<file path="src/rtl/irq_src.sv">
// Interrupt source: CLINT-style mtime/mtimecmp timer, software interrupt bit and
// synchronized external lines behind a single-cycle register bus. Edge-latched lines need IRQ_SRC_EDGE_EN.
module irq_src #(
  parameter int NUM_EXT     = 4,
  parameter int SYNC_STAGES = 2,
  parameter int PRESCALE    = 1,
  parameter int RSZ         = 32
) (
  input  logic               clk_in,
  input  logic               reset_n_in,
  input  logic [NUM_EXT-1:0] ext_irq_in,
  input  logic               bus_wr,
  input  logic               bus_rd,
  input  logic [2:0]         bus_addr,
  input  logic [RSZ-1:0]     bus_wdata,
  output logic [RSZ-1:0]     bus_rdata,
  output logic               bus_ack,
  output logic               msip,
  output logic               mtip,
  output logic               meip,
  output logic               ext_irq
);

  localparam int PW = (PRESCALE > 1) ? $clog2(PRESCALE) : 1;
  localparam logic [PW-1:0] PMAX = PW'(PRESCALE - 1);
  localparam logic [PW-1:0] PONE = PW'(1);
  localparam logic [2*RSZ-1:0] TONE = (2*RSZ)'(1);

  logic [PW-1:0]                    r_presc;
  logic [2*RSZ-1:0]                 r_mtime;
  logic [2*RSZ-1:0]                 r_mtimecmp;
  logic                             r_msip;
  logic                             r_mtip;
  logic                             r_meip;
  logic [NUM_EXT-1:0]               r_ext_en;
  logic [NUM_EXT-1:0]               r_ext_pend;
  logic [SYNC_STAGES-1:0][NUM_EXT-1:0] r_sync;
  logic [RSZ-1:0]                   r_rdata;
  logic                             r_ack;

  logic                             w_tick;
  logic [7:0]                       w_wsel;
  logic [NUM_EXT-1:0]               w_sync;
  logic [NUM_EXT-1:0]               w_pend_nxt;
  logic [NUM_EXT-1:0]               w_ext_mode;
  logic [RSZ-1:0]                   w_rdata;

  assign w_tick = (r_presc == PMAX);
  assign w_wsel = bus_wr ? (8'd1 << bus_addr) : 8'd0;
  assign w_sync = r_sync[SYNC_STAGES-1];

  always_ff @(posedge clk_in or negedge reset_n_in) begin
    if (!reset_n_in) begin
      r_presc <= '0;
    end else if (w_tick) begin
      r_presc <= '0;
    end else begin
      r_presc <= r_presc + PONE;
    end
  end

  // A write to either half wins over the tick in the same cycle.
  always_ff @(posedge clk_in or negedge reset_n_in) begin
    if (!reset_n_in) begin
      r_mtime <= '0;
    end else if (w_wsel[0]) begin
      r_mtime[RSZ-1:0] <= bus_wdata;
    end else if (w_wsel[1]) begin
      r_mtime[2*RSZ-1:RSZ] <= bus_wdata;
    end else if (w_tick) begin
      r_mtime <= r_mtime + TONE;
    end
  end

  always_ff @(posedge clk_in or negedge reset_n_in) begin
    if (!reset_n_in) begin
      r_mtimecmp <= '1;
      r_msip     <= 1'b0;
      r_ext_en   <= '0;
      r_mtip     <= 1'b0;
    end else begin
      if (w_wsel[2]) r_mtimecmp[RSZ-1:0]       <= bus_wdata;
      if (w_wsel[3]) r_mtimecmp[2*RSZ-1:RSZ]   <= bus_wdata;
      if (w_wsel[4]) r_msip                    <= bus_wdata[0];
      if (w_wsel[5]) r_ext_en                  <= bus_wdata[NUM_EXT-1:0];
      r_mtip <= (r_mtime >= r_mtimecmp);
    end
  end

  always_ff @(posedge clk_in or negedge reset_n_in) begin
    if (!reset_n_in) begin
      r_sync <= '0;
    end else begin
      r_sync[0] <= ext_irq_in;
      for (int k = 1; k < SYNC_STAGES; k++) begin
        r_sync[k] <= r_sync[k-1];
      end
    end
  end

`ifdef IRQ_SRC_EDGE_EN
  logic [NUM_EXT-1:0] r_ext_mode;
  logic [NUM_EXT-1:0] r_sync_d;
  logic [NUM_EXT-1:0] w_rise;
  logic [NUM_EXT-1:0] w_w1c;

  // Edge lines: a new rising edge beats a simultaneous W1C.
  assign w_rise     = w_sync & ~r_sync_d;
  assign w_w1c      = w_wsel[6] ? bus_wdata[NUM_EXT-1:0] : '0;
  assign w_pend_nxt = (r_ext_mode & (w_rise | (r_ext_pend & ~w_w1c))) |
                      (~r_ext_mode & w_sync);
  assign w_ext_mode = r_ext_mode;

  always_ff @(posedge clk_in or negedge reset_n_in) begin
    if (!reset_n_in) begin
      r_ext_mode <= '0;
      r_sync_d   <= '0;
    end else begin
      if (w_wsel[7]) r_ext_mode <= bus_wdata[NUM_EXT-1:0];
      r_sync_d <= w_sync;
    end
  end
`else
  assign w_pend_nxt = w_sync;
  assign w_ext_mode = '0;
`endif

  always_ff @(posedge clk_in or negedge reset_n_in) begin
    if (!reset_n_in) begin
      r_ext_pend <= '0;
      r_meip     <= 1'b0;
    end else begin
      r_ext_pend <= w_pend_nxt;
      r_meip     <= |(r_ext_pend & r_ext_en);
    end
  end

  // Read mux sees pre-write state, so a combined rd+wr returns the old value.
  always_comb begin
    w_rdata = '0;
    case (bus_addr)
      3'd0:    w_rdata = r_mtime[RSZ-1:0];
      3'd1:    w_rdata = r_mtime[2*RSZ-1:RSZ];
      3'd2:    w_rdata = r_mtimecmp[RSZ-1:0];
      3'd3:    w_rdata = r_mtimecmp[2*RSZ-1:RSZ];
      3'd4:    w_rdata[0] = r_msip;
      3'd5:    w_rdata[NUM_EXT-1:0] = r_ext_en;
      3'd6:    w_rdata[NUM_EXT-1:0] = r_ext_pend;
      3'd7:    w_rdata[NUM_EXT-1:0] = w_ext_mode;
      default: w_rdata = '0;
    endcase
  end

  always_ff @(posedge clk_in or negedge reset_n_in) begin
    if (!reset_n_in) begin
      r_rdata <= '0;
      r_ack   <= 1'b0;
    end else begin
      if (bus_rd) r_rdata <= w_rdata;
      r_ack <= bus_wr | bus_rd;
    end
  end

  assign bus_rdata = r_rdata;
  assign bus_ack   = r_ack;
  assign msip      = r_msip;
  assign mtip      = r_mtip;
  assign meip      = r_meip;
  assign ext_irq   = r_meip;

endmodule
</file>
<file path="config.mk">
export PLATFORM = sky130hd
export DESIGN_NAME = irq_src
export DESIGN_NICKNAME = d
export VERILOG_FILES = /design/src/rtl/irq_src.sv
export SDC_FILE = /design/constraint.sdc
export NUM_CORES = 1
export LEC_CHECK = 0
export CELL_PAD_IN_SITES_DETAIL_PLACEMENT = 2
export CELL_PAD_IN_SITES_GLOBAL_PLACEMENT = 2
export CORE_ASPECT_RATIO = 0.5
export CORE_UTILIZATION = 31
export CTS_CLUSTER_DIAMETER = 100
export CTS_CLUSTER_SIZE = 14
export DETAILED_ROUTE_END_ITERATION = 7
export PLACE_DENSITY_LB_ADDON = 0.1
export SLEW_MARGIN = 20
export SYNTH_ARGS = -nofsm -noshare
export SYNTH_HDL_FRONTEND = slang
export SYNTH_SLANG_ARGS = --single-unit
</file>
<file path="constraint.sdc">
create_clock -name clk_in -period 3.7 [get_ports clk_in]
set_clock_uncertainty 0.2 [all_clocks]
set_input_delay 0.74 -clock clk_in [delete_from_list [all_inputs] [get_ports clk_in]]
set_output_delay 0.74 -clock clk_in [all_outputs]
set_load 0.1 [all_outputs]
</file>
# Word level (Yosys, flattened, before mapping)
# Index checks and enable logic that the tools add are counted.
# word_totals
regBits	181
input_bits	43
out_inout_bits	37
wordCells	44
# classes
n_addsub	2
magnitude_cmp	1
n_eq_ne	10
shift	1
muxes	9
bitwise	3
n_reduce_logical	4
# op_table
cell	n
28-bit one-hot mux with 4 select lines	1
32-bit two-way mux	3
64-bit by 1-bit adder with 64-bit output, second input constant	1
64-bit greater-or-equal comparator	1
64-bit two-way mux	1
3-bit one-hot mux with 6 select lines	1
3-bit == test, second input constant	4
1-bit one-hot mux with 8 select lines	1
3-bit by 2-bit == test with 1-bit output, second input constant	2
6-bit two-way mux	1
1-bit by 3-bit left shift with 6-bit output, first input constant	1
4-bit bitwise AND	1
2-bit by 1-bit inequality test with 1-bit output, second input constant	2
2-bit AND reduction	2
4-bit OR reduction	1
3-bit by 1-bit == test with 1-bit output, second input constant	1
3-bit logical NOT	1
2-bit inequality test, second input constant	1
1-bit adder, second input constant	1
1-bit two-way mux	1
1-bit NOT	1
1-bit bitwise OR	1

# Depth between registers and ports, before layout
# Gate-level depths: netlist of the first run.
# depth
word_depth	4
ltp_mapped	9
mapped_depth_nobuf	8

# Worst setup path after synthesis of the first run
# Ideal clock, no wire load.
# synth_timing
kind	reg2reg
startpoint	reg r_mtime[1]
endpoint	reg r_mtime[42]
setup_ns	0.126
arrival_ns	2.266
t_required_ns	3.374
setup_slack_ns	1.108
stages_incl_launch_ff	8
n_path_buf	0
period_less_slack_ns	2.592
path_cell_list	dfrtp_1 -> ha_1 -> nand2_1 -> or4_4 -> nor4_4 -> nor3b_2 -> o21ai_1 -> a221o_1
# synth_via
elab_chain_cells	3
# synth_lines
element	line	text
start: declaration	30	logic [2*RSZ-1:0] r_mtime;
start signal: indexed assignment	67	r_mtime[RSZ-1:0] <= bus_wdata;
start signal: indexed assignment	69	r_mtime[2*RSZ-1:RSZ] <= bus_wdata;
start signal: assignment	71	r_mtime <= r_mtime + TONE;
64-bit by 1-bit adder with 64-bit output	71	
64-bit two-way mux	70	end else if (w_tick) begin
32-bit two-way mux	68	end else if (w_wsel[1]) begin
# Every way passes these cells. The select of a mux whose other input is x is not followed.
# A chain may end at the register's enable or synchronous reset.

# Final worst setup path of the first run
# layout_timing
startpoint	reg r_mtime[0]
endpoint	reg r_mtip, in the netlist mtip
# layout_via
elab_chain_cells	1
# layout_lines
element	line	text
64-bit greater-or-equal comparator	86	r_mtip <= (r_mtime >= r_mtimecmp);
end signal: assignment	86	
end: declaration	33	logic r_mtip;
# Every way passes these cells.

==> results.cfg, run 1 <==
[clocking]
cts_tree = done
path_clk_slew_ns = 0.08
ctsHtreeMaxLevel = 4
cts_buffer_depth = 2
cts_sinks = 180
cts-resized-gates = 0
cts_made_buffers = 17
clk_latency_ns = 0.47
cts_setup_buffers = 0
holdBufCountCts = 0
clockRootBuffer = clkbuf_16

[yosys]
ys.flop_type = dfrtp_1
postSynthAreaPerCell_um2 = 9.14
ys_seq_elements = 180
synth_edf_count = 0
syn_inst = 1156
ys_seq_area_share_pct = 43.4
yosys.area.top_type = dfrtp_1
synth_top_area_share_pct = 27.5
async_reset_ff_share_pct = 100
synth_fp_nets = 1264
yosysUniqueCellTypes = 62
synth_area_leaders = dfrtp_1 (27%), dfstp_2 (16%), ha_1 (7.7%)
yosysMostFrequentCell = dfrtp_1
synth_warnings = 0
synth.cell_area_mm2 = 0.0106
synth_common_cells = dfrtp_1 (116), nand2_1 (99), a21oi_1 (96)

[final_layout]
area_growth_pct = 19.1
post_layout_nonfiller_instances = 1684
num_antenna_cells = 0
fin_area_mm2 = 0.0126
drive_above_1_share_pct = 19.4
nets = 1338

[pwr]
p_leak_nw = 5.21
peakVddDrop_v = 0.000313
powerDensity_mw_per_mm2 = 587
power_mw = 7.39

[timing]
finalCritPeriodShare_pct = 83.7
hold_viol = 0
rsz0062_at_grt = false
tightest_slew_ns = 0.968
setup_viol = 0
slew_headroom_pct = 34.9
fin_crit_ns = 3.10
holdWs_ns = 0.103
slew_violations = 0
setup_tns_ns = 0
clock.fmax_mhz = 323

[hold_path]
hold_path_class = in -> async

[setup_path]
arrival_ns = 3.20
r2r-start = r_mtime[0]
reg2reg_slack_ns = 0.60
r2r_cells = 8
worstSetupStartpointType = register
crit_family = compound AO/OA/AOI/OAI gates
crit_buf_inv = 1
max_stage_delay_ns = 0.58
cp_max_fo = 6
crit_path_end_kind = register
r2r-end = mtip
path_cells = inv_1, ha_1, nand2b_1, a2111oi_0, o311a_1, o22ai_1, o21ai_0, nand2_1
path_class = reg -> reg
cp_data_required_time_ns = 3.80
cp_slowest_cell = a2111oi_0

[detailed_routing]
firstDrtPassIters = 4
vias_per_cell = 5.81
wl_per_cell_um = 24.8
drc = 0
detail-route-antenna-nets = 0
drtIter0Drc = 525
wirelength_um = 41800
num_vias = 9781

[floorplanning]
rows = 47
pin_count = 80
die_w_um = 263
dieArea_mm2 = 0.0349
start_util_pct = 31.8
fp.dieH_um = 133
core_area_mm2 = 0.0333

[global_routing]
grt_pass1_vias = 10388
grt_pass1_wl_um = 65200
antenna_found_initial = 1
gr-total-overflow = 0
grt_use_total_pct = 24.7
grt_max_degree = 83

[run]
cap_violations = 0

[placed_design]
port_buffers = 79
place.gp.congestion = 0.846
placed_area_mm2 = 0.0120
dp_hpwl_um = 31300
dp.cells = 1652

[outcome]
status = finished clean
-- cell usage in the layout, fill, tap and decap left out, drive strengths merged, types with 39 or more instances in the layout --
cell type	count
nand3	39
buf	85
nand2	99
inv	84
ha	65
a22oi	67
clkdlybuf4s50	45
dfstp	64
o21ai	95
mux2	40
a21oi	96
nor2	72
dfrtp	116
-- how the worst max path moves through the flow --
stage / slack, ns / startpoint / cells after the start / endpoint
3_3_place_gp: 0.53 / bus_addr[0] / 7 / r_mtime[62]
4_1_cts: 0.53 / r_mtime[0] / 8 / mtip
3_5_place_dp: 0.45 / bus_addr[0] / 7 / r_mtime[55]
6_report: 0.60 / r_mtime[0] / 8 / mtip
5_1_grt: 0.52 / r_mtime[0] / 8 / r_mtime[62]
2_1_floorplan: 1.11 / r_mtime[1] / 7 / r_mtime[42]
-- registers in the layout (all words and copies together), names as in the netlist --
signal / flops
bus_ack: 1
bus_rdata: 32
ext_irq: 1
msip: 1
mtip: 1
r_ext_en: 4
r_ext_pend: 4
r_mtime: 64
r_mtimecmp: 64
r_sync: 4
w_pend_nxt: 4
-- layout make-up --
class,count,area [um^2]
Clock buffer,17,425
Clock inverter,15,161
Fill cell,3645,20700
Inverter,74,278
Multi-Input combinational cell,826,5440
Sequential cell,180,4580
Tap cell,441,552
Timing Repair Buffer,131,1150
-- metrics by stage --
stage,utilization (%),setup WS [ns]
floorplan,-,1.11
global placement,36.0,0.534
detailed placement,36.0,0.453
finish,37.8,0.602
CTS,37.8,0.533
global route,37.8,0.516
-- cells by family after synthesis --
kind of cell / count (synthesis) / share of synthesized area [%]
compound gates: 383 / 22.9
fa+ha+maj: 65 / 7.69
mux: 43 / 4.54
flops: 180 / 43.4
simple gates: 335 / 16.1
buf+inv: 150 / 5.42
-- routing by layer --
metal | GRT usage (%) | part of all wire [%]
met5 | 0 | 0.031
met4 | 5.04 | 1.1
met3 | 3.98 | 3.5
met2 | 37.3 | 44
met1 | 37.0 | 52
-- power by group --
group	total, mW	internal, mW	switching, mW
registers	2.97	2.47	0.496
clock network	1.90	0.911	0.986
logic	2.52	0.886	1.64
No activity file was read; power rests on OpenSTA's default activity.
==> run 2, diff against run 1 <==
==> constraint.sdc (replaced) <==
create_clock -name clk_in -period 2.76 [get_ports clk_in]
set_clock_uncertainty 0.2 [all_clocks]
set_input_delay 0.552 -clock clk_in [delete_from_list [all_inputs] [get_ports clk_in]]
set_output_delay 0.552 -clock clk_in [all_outputs]
set_load 0.1 [all_outputs]
==> results.cfg, run 2 (same netlist as run 1, synthesis figures left out) <==
[final_layout]
final_cell_mix = buf_4 (162), dfrtp_1 (115), nand2_1 (98)
nets = 1433
area_growth_pct = 28.4
drive_above_1_share_pct = 26.2
post_layout_nonfiller_instances = 1779
fin_area_mm2 = 0.0136
layout_commonest_cell = buf_4
num_antenna_cells = 0

[outcome]
status = finished clean

[clocking]
cts_buffer_depth = 2
clk_latency_ns = 0.48
cts_tree = done
ctsHtreeMaxLevel = 4
cts_sinks = 180
clockRootBuffer = clkbuf_16
cts_made_buffers = 17
path_clk_slew_ns = 0.08

[timing]
setup_viol = 0
slew_headroom_pct = 56.9
tightest_slew_ns = 0.646
hold_viol = 0
fin_crit_ns = 2.69
slew_violations = 0
finalCritPeriodShare_pct = 97.3
clock.fmax_mhz = 372

[pwr]
power_mw = 10.4
powerDensity_mw_per_mm2 = 766
peakVddDrop_v = 0.000425
p_leak_nw = 5.76

[setup_path]
path_class = reg -> reg
cp_max_fo = 7
worstSetupStartpointType = register
crit_path_end_kind = register
cp_slowest_cell = dfrtp_1
arrival_ns = 2.84
max_stage_delay_ns = 0.51
cp_data_required_time_ns = 2.92
path_cells = and4_1, and2_0, nand4_1, buf_4, nor4_1, o21ai_0, a221o_1

[floorplanning]
dieArea_mm2 = 0.0349
die_w_um = 263
start_util_pct = 31.8
pin_count = 80
rows = 47
core_area_mm2 = 0.0333
fp.dieH_um = 133

[global_routing]
grt_pass1_wl_um = 67400
grt_use_total_pct = 25.5
gr-total-overflow = 0
grt_pass1_vias = 11109
grt_max_degree = 65
antenna_found_initial = 4

[detailed_routing]
num_vias = 10255
drc = 0
wirelength_um = 43600
firstDrtPassIters = 5
wl_per_cell_um = 24.5
detail-route-antenna-nets = 0
vias_per_cell = 5.76
drtIter0Drc = 655

[hold_path]
hold_path_class = reg -> reg

[placed_design]
dp_hpwl_um = 33100
place.gp.congestion = 0.872
placed_area_mm2 = 0.0129
port_buffers = 79
dp.cells = 1745

[run]
cap_violations = 0
run 2: timing repair:
item,in CTS,in global routing
gates resized for setup,2,12
hold endpoints to repair,43,0
buffers inserted,0,1
pin swaps,0,2
endpoints found under the setup margin,1,16
hold buffers,1,0
run 2: through the flow:
step,setup slack [ns],hold slack [ns],utilization (%),TNS [ns]
final,0.0744,0.152,40.8,0
after CTS,0.00188,0.156,40.6,0
after global placement,-0.238,0.131,38.7,-0.238
after detailed placement,-0.276,0.137,38.7,-0.767
after global routing,-0.00171,0.163,40.8,-0.00171
after floorplan,0.168,0.0564,-,0
run 2: final cells by class:
cell class | count | area, um^2
Clock inverter | 15 | 163
Timing Repair Buffer | 226 | 2070
Sequential cell | 180 | 4590
Multi-Input combinational cell | 826 | 5500
Tap cell | 441 | 552
Inverter | 74 | 278
Clock buffer | 17 | 425
Fill cell | 3600 | 19700
run 2: final timing paths:
| check | start | to | slack, ns | cells after the start |
|---|---|---|---|---|
| worst max-delay path | r_mtime[16] | r_mtime[56] | 0.07 | 7 |
| worst min-delay path | w_pend_nxt[3] | r_ext_pend[3] | 0.15 | 0 |
| worst max register to register | r_mtime[16] | r_mtime[56] | 0.07 | 7 |
| worst min register to register | w_pend_nxt[3] | r_ext_pend[3] | 0.15 | 0 |
| max in group asynchronous | reset_n_in | r_mtime[56] | 1.12 | 3 |
| min in group asynchronous | reset_n_in | r_sync[0] | 0.45 | 2 |
run 2: power by group:
group,switching (mW),internal [mW]
Clock,1.35,1.21
Sequential,0.527,3.32
Combinational,2.50,1.50
Total,4.37,6.03
run 2: routing by layer:
layer	vias up	part of all wire (%)	wire (um)	track usage, %
li1	4622	-	-	-
met5	-	0.028	12	0
met1	5416	51	22200	36.8
met4	2	1.1	490	6.37
met2	169	44	19300	39.7
met3	46	3.7	1590	3.95
run 2: critical path, delay by kind of cell, from the launching register on:
| family | cells | cell delay [ns] |
|---|---|---|
| and+or+nand+nor | 4 | 1.19 |
| DFF | 1 | 0.51 |
| AOI/OAI and AO/OA | 2 | 0.44 |
| buffers and inverters | 1 | 0.23 |
==> run 3, diff against run 2 <==
--- a/config.mk
+++ b/config.mk
@@ -13,6 +13,7 @@
 export CTS_CLUSTER_SIZE = 14
 export DETAILED_ROUTE_END_ITERATION = 7
 export PLACE_DENSITY_LB_ADDON = 0.1
+export SETUP_SLACK_MARGIN = 0.3
 export SLEW_MARGIN = 20
 export SYNTH_ARGS = -nofsm -noshare
 export SYNTH_HDL_FRONTEND = slang
==> results.cfg, run 3 (same netlist as run 1, synthesis figures left out) <==
[timing]
rsz0062_at_grt = true
tightest_slew_ns = 0.706
slew_headroom_pct = 52.7
setup_viol = 0
finalCritPeriodShare_pct = 97.1
clock.fmax_mhz = 373
fin_crit_ns = 2.68
hold_viol = 0
fin_ws_ns = 0.0797
slew_violations = 0

[clocking]
ctsHtreeMaxLevel = 4
path_clk_slew_ns = 0.09
cts_buffer_depth = 2
cts_sinks = 180
clockRootBuffer = clkbuf_16
cts_made_buffers = 17
cts_tree = done
clk_latency_ns = 0.48

[setup_path]
cp-endpoint = mtip
startpoint = r_mtimecmp[44]
arrival_ns = 2.90
worstSetupStartpointType = register
r2r-start = r_mtimecmp[44]
cp_data_required_time_ns = 2.98
reg2reg_slack_ns = 0.08
r2r_cells = 11
crit_path_end_kind = register
path_class = reg -> reg
cp_max_fo = 3
r2r-end = mtip

[final_layout]
post_layout_nonfiller_instances = 1792
nets = 1446
final_cell_mix = buf_4 (165), dfrtp_1 (111), nand2_1 (94), a21oi_1 (94), o21ai_0 (80)
area_growth_pct = 33.2
drive_above_1_share_pct = 30.8
num_antenna_cells = 0
final_util_pct = 42.3
seq_area_mm2 = 0.00459
multi_input_area_mm2 = 0.00589
nFillCells = 3535
layout_commonest_cell = buf_4
fin_area_mm2 = 0.0141

[placed_design]
port_buffers = 79
placed_area_mm2 = 0.0128
place.gp.congestion = 0.866
dp_slack_ns = -0.394
dp_hpwl_um = 33600
dp.cells = 1737

[detailed_routing]
firstDrtPassIters = 7
drtIter0Drc = 783
top_layer_used = met4
wl_met2_um = 19800
met1_length_um = 22700
detail-route-antenna-nets = 0
wl_met3_um = 1550
num_vias = 10343
wirelength_um = 44700
wl_per_cell_um = 24.9
vias_per_cell = 5.77
drc = 0

[global_routing]
antenna_found_initial = 1
grt_max_degree = 68
grt_pass1_vias = 11162
gr-total-overflow = 0
grt_use_total_pct = 25.9
grt_pass1_wl_um = 68500

[pwr]
p_leak_nw = 5.95
peakVddDrop_v = 0.000438
powerDensity_mw_per_mm2 = 754
power_mw = 10.6

[run]
cap_violations = 0

[outcome]
status = finished clean

[floorplanning]
pin_count = 80
start_util_pct = 31.8
core_area_mm2 = 0.0333
die_w_um = 263
fp.dieH_um = 133
rows = 47
dieArea_mm2 = 0.0349

[hold_path]
hold_path_class = reg -> reg
## run 3: changes by cell type in the layout (fill, tap and decap cells not counted), sizes merged
cell,previous run,this run
inv,81,86
clkinv,7,3
clkinvlp,1,0
buf,184,197
## run 3: worst min-delay path by stage
stage               depth (start not counted)          start  slack [ns]            end
finish                                      0  w_pend_nxt[0]        0.15  r_ext_pend[0]
detailed placement                          0      r_sync[3]        0.14  w_pend_nxt[3]
CTS                                         0      r_sync[3]        0.15  w_pend_nxt[3]
global route                                0      r_sync[1]        0.16  w_pend_nxt[1]
global placement                            0      r_sync[1]        0.13  w_pend_nxt[1]
floorplan                                   0     reset_n_in        0.06        bus_ack
## run 3: routing by layer
| layer | up-vias | track usage (%) |
|---|---|---|
| li1 | 4650 | - |
| met1 | 5467 | 38.2 |
| met2 | 186 | 39.8 |
| met3 | 40 | 3.67 |
| met4 | 0 | 5.85 |
| met5 | - | 0 |
## run 3: metrics by stage
| stage | hold WS (ns) | TNS, ns |
|---|---|---|
| after global routing | 0.162 | 0 |
| after detailed placement | 0.136 | -0.444 |
| final | 0.151 | 0 |
| after CTS | 0.155 | 0 |
| after global placement | 0.132 | -0.408 |
| after floorplan | 0.0564 | 0 |
## run 3: power breakdown
group          switching, mW  leakage [nW]  internal, mW
registers              0.565          2.00          3.32
clock network           1.34         0.288          1.22
logic                   2.57          3.66          1.61
## run 3: cell type report
type	count	share of cell area, %
Multi-Input combinational cell	826	41.9
Sequential cell	180	32.6
Clock buffer	17	3.02
Tap cell	441	3.92
Clock inverter	15	1.09
Inverter	74	1.97
Timing Repair Buffer	239	15.5
## run 3: worst max-delay path, cell delays in order, from the launching register on
cell,delay (ns)
dfstp_2,0.54
inv_1,0.06
ha_4,0.26
nand4_1,0.17
buf_6,0.19
nor4_4,0.32
a22oi_1,0.15
buf_4,0.16
o211ai_1,0.25
buf_4,0.21
a21oi_2,0.04
nand2_1,0.07
## run 3: timing repair
action,4_1_cts,5_1_grt
hold endpoints to repair,47,0
resized for setup,38,72
hold buffers,1,0
pin swaps,7,24
buffers inserted,14,8
endpoints found under the setup margin,35,37
